### config.mk
export PLATFORM = sky130hd
export DESIGN_NAME = seq_encoder4to2
export DESIGN_NICKNAME = d
export VERILOG_FILES = /design/src/rtl/seq_encoder_pkg.sv /design/src/rtl/lsb_index_n.sv /design/src/rtl/seq_encoder4to2.sv
export SDC_FILE = /design/constraint.sdc
export NUM_CORES = 1
export LEC_CHECK = 0
export BUFFER_PORTS_ARGS = -buffer_cell sky130_fd_sc_hd__buf_2
export CAP_MARGIN = 20
export CORE_AREA = 2 2 39 41
export DETAILED_ROUTE_END_ITERATION = 16
export DIE_AREA = 0 0 41 43
export GPL_TIMING_DRIVEN = 1
export HOLD_SLACK_MARGIN = 0.02
export PLACE_DENSITY = 0.51
export SYNTH_ARGS = -nofsm -noshare
export SYNTH_HDL_FRONTEND = slang
export SYNTH_SLANG_ARGS = --single-unit
export TNS_END_PERCENT = 30
### constraint.sdc
create_clock -name clk -period 3.4 [get_ports clk]
set_input_delay 0.17 -clock clk [delete_from_list [all_inputs] [get_ports clk]]
set_output_delay 0.17 -clock clk [all_outputs]
set_load 0.03 [all_outputs]
### src/rtl/seq_encoder_pkg.sv
// Shared types and helpers for the sequential 4-to-2 priority encoder.
package seq_encoder_pkg;

   localparam int DEFAULT_N = 4;
   localparam int DEFAULT_W = $clog2(DEFAULT_N);

   typedef enum logic {
      IDLE  = 1'b0,
      SERVE = 1'b1
   } state_e;

   // Index of the lowest set bit; 0 when the vector is empty.
   function automatic int unsigned lowest_set_bit(input logic [31:0] vec);
      int unsigned idx;
      idx = 0;
      for (int i = 31; i >= 0; i--) begin
         if (vec[i]) begin
            idx = i;
         end
      end
      return idx;
   endfunction

endpackage

### src/rtl/lsb_index_n.sv
// Combinational lowest-set-bit finder: binary index plus a non-empty flag.
module lsb_index_n
   import seq_encoder_pkg::*;
#(
   parameter int N = DEFAULT_N,
   parameter int W = $clog2(N)
) (
   input  logic [N-1:0] vec,
   output logic [W-1:0] idx,
   output logic         any
);

   always_comb begin
      idx = W'(lowest_set_bit(32'(vec)));
      any = |vec;
   end

endmodule

### src/rtl/seq_encoder4to2.sv
// Captures a request vector and streams one binary code per set bit, lowest index first.
module seq_encoder4to2
   import seq_encoder_pkg::*;
#(
   parameter int N = DEFAULT_N,
   parameter int W = $clog2(N)
) (
   input  logic         clk,
   input  logic         rst_n,
   input  logic [N-1:0] req_in,
   input  logic         req_valid,
   output logic         req_ready,
   output logic [W-1:0] code_out,
   output logic         code_valid,
   input  logic         code_ready,
   output logic         multi_hot,
   output logic         zero_err
);

   state_e         state_q, state_d;
   logic [N-1:0]   pending_q, pending_d;
   logic           zero_err_q, zero_err_d;
   logic [W-1:0]   lsb_idx;
   logic           pending_any;

   lsb_index_n #(.N(N), .W(W)) u_lsb (
      .vec (pending_q),
      .idx (lsb_idx),
      .any (pending_any)
   );

   always_ff @(posedge clk) begin
      if (!rst_n) begin
         state_q    <= IDLE;
         pending_q  <= '0;
         zero_err_q <= 1'b0;
      end else begin
         state_q    <= state_d;
         pending_q  <= pending_d;
         zero_err_q <= zero_err_d;
      end
   end

   always_comb begin
      state_d    = state_q;
      pending_d  = pending_q;
      zero_err_d = 1'b0;
      unique case (state_q)
         IDLE: begin
            if (req_valid) begin
               pending_d = req_in;
               if (req_in != '0) begin
                  state_d = SERVE;
               end else begin
                  zero_err_d = 1'b1;
               end
            end
         end
         SERVE: begin
            if (code_ready) begin
               pending_d = pending_q & ~(N'(1) << lsb_idx);
               if (pending_d == '0) begin
                  state_d = IDLE;
               end
            end
         end
         default: begin
            state_d   = IDLE;
            pending_d = '0;
         end
      endcase
   end

   // Outputs depend only on registered state so the consumer sees no input-to-output paths.
   always_comb begin
      req_ready  = (state_q == IDLE);
      code_valid = (state_q == SERVE) && pending_any;
      code_out   = code_valid ? lsb_idx : '0;
      multi_hot  = (pending_q & (pending_q - N'(1))) != '0;
      zero_err   = zero_err_q;
   end

endmodule

==> results of run 1 <==
==> sequential cells by signal (all words and copies together), names as in the netlist <==
signal     cells
pending_q      4
state_q        1
zero_err       1
==> per-stage QoR <==
step           hold slack, ns  setup WS, ns   util  cell area, sq um  cells
2_1_floorplan           0.297          1.99      -               320     41
3_3_place_gp            0.421          2.24  0.293               405     70
3_5_place_dp            0.420          2.23  0.293               405     70
4_1_cts                 0.164          2.03  0.309               428     73
5_1_grt                 0.178          1.93  0.309               428     73
6_report                0.159          2.04  0.309               428     73
==> cell families (layout without fill, tap and decap cells) <==
kind of cell / Yosys count / after routing / share of synthesized area
AND/OR/NAND/NOR: 14 / 14 / 0.238
AO/OA/AOI/OAI: 14 / 14 / 0.305
buffers and inverters: 7 / 23 / 0.0820
flip-flops: 6 / 6 / 0.375
==> metal layers <==
layer	vias to the layer above	wire [microns]	GRT usage
met4	0	51	0.173
met5	-	0	0
met2	11	318	0.138
met3	4	43	0.0471
li1	183	-	-
met1	159	332	0.129
==> worst register-to-register path, cell delays in order (launching register included) <==
cell      delay, ns
dfxtp_1        0.40
nor4bb_2       0.37
a211oi_1       0.13
a21oi_1        0.13
nor2_1         0.04
==> how the worst max path moves through the flow <==
stage | start | to | depth (start not counted)
after global placement | state_q$_SDFF_PN0_ | pending_q[3]$_SDFFE_PN0P_ | 4
after floorplan | pending_q[0]$_SDFFE_PN0P_ | code_out[1] | 3
after global routing | pending_q[0]$_SDFFE_PN0P_ | code_out[1] | 4
final | pending_q[1]$_SDFFE_PN0P_ | multi_hot | 3
after CTS | pending_q[0]$_SDFFE_PN0P_ | code_out[1] | 4
after detailed placement | state_q$_SDFF_PN0_ | pending_q[3]$_SDFFE_PN0P_ | 4
==> area by class of cell <==
class	instances	area, sq um
Fill cell	148	956
Multi-Input combinational cell	28	174
Sequential cell	6	120
Timing Repair Buffer	13	65.1
Inverter	7	26.3
Clock buffer	3	22.5
Tap cell	16	20.0
==> synthesized netlist by cell type <==
cell,number
nor4bb_2,1
a22oi_1,1
nand3_1,1
nor4_1,2
dfxtp_1,6
inv_1,7
a21boi_0,1
a21oi_1,3
o21ai_0,2
o311a_1,1
a211oi_1,4
o41ai_1,1
a21o_2,1
nor2b_1,1
and3_1,1
nor2_1,6
nand2_1,2
==> power by group through the flow <==
stage	Combinational (W)	Sequential (W)	Clock, W
6_report	0.0000381	0.0000802	0.0000670
5_1_grt	0.0000428	0.0000809	0.0000744
4_1_cts	0.0000387	0.0000801	0.0000687
3_5_place_dp	0.0000386	0.0000814	0
3_3_place_gp	0.0000391	0.0000815	0
2_1_floorplan	0.0000264	0.0000803	0
==> qor.yml, run 1 <==
finalNetCount: 67
yosys_register_bits: 6
htree_levels: 1
slowest_stage: "dfxtp_1"
die_width_microns: 41
critPathKind: "flop to primary output"
slew_violations: 0
synthTopCellsByArea: "dfxtp_1, a211oi_1, inv_1, nor2_1, nor4bb_2"
antennaDiodeCount: 0
seq_power_share: 0.433
cpPeakStageDelay_ns: 0.45
endpoint_kind: "primary output"
start_util: 0.231
ctsResizeCount: 0
hold_violations: 0
critPathArrivalTime_ns: 1.19
netlist_area_sq_um: 320
cp-start-kind: "flop"
cts_tree: "done"
drt_iter0_markers: 4
row_count: 14
ant_nets: 0
syn_avg_cell_area_sq_um: 7.81
power_density_nw_per_um2: 433
dr.pass1.iters: 2
hold_path_end: "pending_q[2]$_SDFFE_PN0P_"
syn_inst: 41
mostFrequentLayoutCell: "buf_2"
period_needed_ns: 1.36
crit_family: "flip-flops"
path_cells: "a211oi_1, nor2_1, buf_2"
postCtsSetupBuffers: 0
ir_drop_mv: 0.165
r2r-end: "pending_q[3]$_SDFFE_PN0P_"
required_ns: 3.23
hpwl_microns: 600
synth_top_area_frac: 0.375
clkPwrFrac: 0.362
gp_congestion: 0.743
switchingPower_w: 0.0000553
gr-total-overflow: 0
cts_hold_buf: 0
drive_gt1_frac: 0.316
synth_fp_nets: 49
rsz0062_at_grt: "false"
crit_path_max_fanout: 7
ys_types: 17
setup_viol: 0
tns_ns: 0
cts.path.max_buffers: 2
die_h_microns: 43
core_area_sq_um: 1380
tightestPinTransition_ns: 0.431
clk_pin_slew_ns: 0.04
grt_start_max_net_pins: 8
yosysWarningCount: 0
port-buffer-count: 13
power_leakage_nw: 0.199
grt_pass1_vias: 334
ys_seq_area_frac: 0.375
p_comb_frac: 0.206
r2r_start: "state_q$_SDFF_PN0_"
io_pins: 14
avgRoutedWirePerCell_microns: 10.2
post-route-period-util: 0.401
max_freq_mhz: 734
clock_sinks: 6
synth_top_cell_by_area: "dfxtp_1"
run_status: "complete, no violations"
clock_skew_ns: 0.000310
switching_share: 0.298
internal_power_w: 0.000130
drc: 0
grtUsageTotal: 0.120
syn2layout_area_growth_pct: 33.6
whs_path_depth: 3
insertion_delay_ns: 0.25
ff2ff_setup_slack_ns: 2.22
root_buffer: "clkbuf_4"
maxSlewHeadroom: 0.712
viasPerCell: 4.89
holdCritStartpoint: "req_in[2]"
report.power.total_w: 0.000185
cap_violations: 0
final_cell_mix: "buf_2, inv_1, nor2_1, dfxtp_1, a211oi_1"
worst-r2r-cell-count: 4
crit_buf_inv: 1
die_area_sq_um: 1760
grt_pass1_wl_microns: 1260
worstHoldPathType: "input pin to flop"
cts_buffers: 3
routed_wl_microns: 745
antenna_found_initial: 0
vias: 357
Power figures use the tool's default switching activity.
==> inputs of run 2 (changes only) <==
==> constraint.sdc (replaced) <==
create_clock -name clk -period 1.31 [get_ports clk]
set_input_delay 0.0655 -clock clk [delete_from_list [all_inputs] [get_ports clk]]
set_output_delay 0.0655 -clock clk [all_outputs]
set_load 0.03 [all_outputs]
==> run 2 against run 1 <==
- non-clock buffer count is the same
- global-route usage fell by 0.29 points
- sequential power grew to 2.6 times the previous value
- count of clock-buffer cells in the layout stayed put
- final cell count is the same
- routed wire length rose by 7.8%
- critical path depth is the same
- via count down 2.0%
- clock skew hardly changed
- critical path type unchanged
- critical endpoint is now code_out[1]
- largest cell class unchanged
- largest power group unchanged
- highest routed layer unchanged
==> qor.yml, run 2 (synthesis results as in run 1) <==
run_status: "complete, no violations"
holdCritStartpoint: "req_in[2]"
dpl_cell_area_sq_um: 405
finalNetCount: 67
period_needed_ns: 1.20
cts_tree: "done"
power_density_nw_per_um2: 1100
seq_area_sq_um: 123
hold_path_end: "pending_q[2]$_SDFFE_PN0P_"
maxSlewHeadroom: 0.716
design_area_sq_um: 438
worstHoldPathType: "input pin to flop"
port-buffer-count: 13
p_comb_frac: 0.215
slew_violations: 0
io_pins: 14
crit_path_max_fanout: 6
drt_iter0_markers: 9
viasPerCell: 4.79
max_freq_mhz: 836
insertion_delay_ns: 0.24
root_buffer: "clkbuf_4"
seq_power_share: 0.435
fill_cells: 155
setup_viol: 0
drive_gt1_frac: 0.368
final_cell_mix: "buf_2, inv_1, nor2_1"
cap_violations: 0
hold_violations: 0
clk_pin_slew_ns: 0.05
r2r_start: "state_q$_SDFF_PN0_"
max_flop_register: "pending_q"
rsz0062_at_grt: "false"
antenna_found_initial: 0
critPathKind: "flop to primary output"
cts.path.max_buffers: 2
switching_share: 0.294
dp_cells: 70
die_h_microns: 43
worst-r2r-cell-count: 4
tns_ns: 0
grt_pass1_wl_microns: 1380
required_ns: 1.24
ant_nets: 0
gr-total-overflow: 0
grtUsageTotal: 0.117
clkPwrFrac: 0.350
pre_cts_slack_ns: 0.170
antennaDiodeCount: 0
switchingPower_w: 0.000141
stdcell_count: 73
row_count: 14
endpoint_kind: "primary output"
post-route-period-util: 0.913
grt_pass1_vias: 332
clock_sinks: 6
r2r-end: "pending_q[3]$_SDFFE_PN0P_"
clock_skew_ns: 0.000725
drc: 0
dr.pass1.iters: 4
core_area_sq_um: 1380
report.power.total_w: 0.000481
critPathArrivalTime_ns: 1.13
routed_wl_microns: 803
vias: 350
hpwl_microns: 653
setup_ws_ns: 0.114
tightestPinTransition_ns: 0.425
ff2ff_setup_slack_ns: 0.16
largest_reg_flops: 4
multiInputGateArea_sq_um: 179
gp_congestion: 0.728
internal_power_w: 0.000339
whs_path_depth: 3
start_util: 0.231
power_leakage_nw: 0.201
cp-start-kind: "flop"
die_width_microns: 41
ir_drop_mv: 0.546
mostFrequentLayoutCell: "buf_2"
syn2layout_area_growth_pct: 36.7
htree_levels: 1
avgRoutedWirePerCell_microns: 11.0
cts_buffers: 3
grt_start_max_net_pins: 8
die_area_sq_um: 1760
[run 2: worst max-delay path: stages, from the launching register on]
cell	delay, ns
dfxtp_1	0.39
nand2_1	0.12
a211oi_2	0.20
buf_4	0.18
[run 2: layout make-up]
cell class / instances / area share
repair buffers: 13 / 0.154
flip-flops and latches: 6 / 0.280
well taps: 16 / 0.0457
multi-input cells: 28 / 0.409
clock buffers: 3 / 0.0514
inverters: 7 / 0.0600
[run 2: through the flow]
step            util  hold slack, ns
2_1_floorplan      -           0.193
3_3_place_gp   0.293           0.320
3_5_place_dp   0.293           0.312
4_1_cts        0.309          0.0627
5_1_grt        0.316          0.0911
6_report       0.316          0.0648
[run 2: per-layer routing]
metal | GRT usage | vias to the layer above | part of all wire
met5 | 0 | - | 0
met4 | 0.0800 | 0 | 0.010
met3 | 0.0314 | 2 | 0.062
met2 | 0.169 | 14 | 0.44
met1 | 0.142 | 149 | 0.48
li1 | - | 185 | -
[run 2: what timing repair did]
| item | CTS | global route |
|---|---|---|
| buffers inserted | 0 | 0 |
| hold endpoints to repair | 0 | 0 |
| hold buffers | 0 | 0 |
| endpoints found under the setup margin | 0 | 2 |
| resized for setup | 0 | 4 |
[run 2: worst max-delay path by stage]
stage / from / depth (start not counted) / slack [ns] / end
after global placement: state_q$_SDFF_PN0_ / 4 / 0.20 / pending_q[3]$_SDFFE_PN0P_
after global routing: state_q$_SDFF_PN0_ / 3 / 0.03 / code_out[1]
after CTS: pending_q[0]$_SDFFE_PN0P_ / 4 / 0.04 / code_out[1]
after detailed placement: state_q$_SDFF_PN0_ / 4 / 0.17 / pending_q[3]$_SDFFE_PN0P_
final: state_q$_SDFF_PN0_ / 3 / 0.11 / code_out[1]
after floorplan: pending_q[0]$_SDFFE_PN0P_ / 3 / 0.004 / code_out[1]
[run 2: power by group through the flow]
| stage | Clock (W) | Combinational [W] | Sequential [W] |
|---|---|---|---|
| floorplan | 0 | 0.0000684 | 0.000208 |
| global placement | 0 | 0.000101 | 0.000211 |
| detailed placement | 0 | 0.000101 | 0.000211 |
| CTS | 0.000176 | 0.000101 | 0.000208 |
| global route | 0.000189 | 0.000117 | 0.000211 |
| finish | 0.000168 | 0.000103 | 0.000209 |
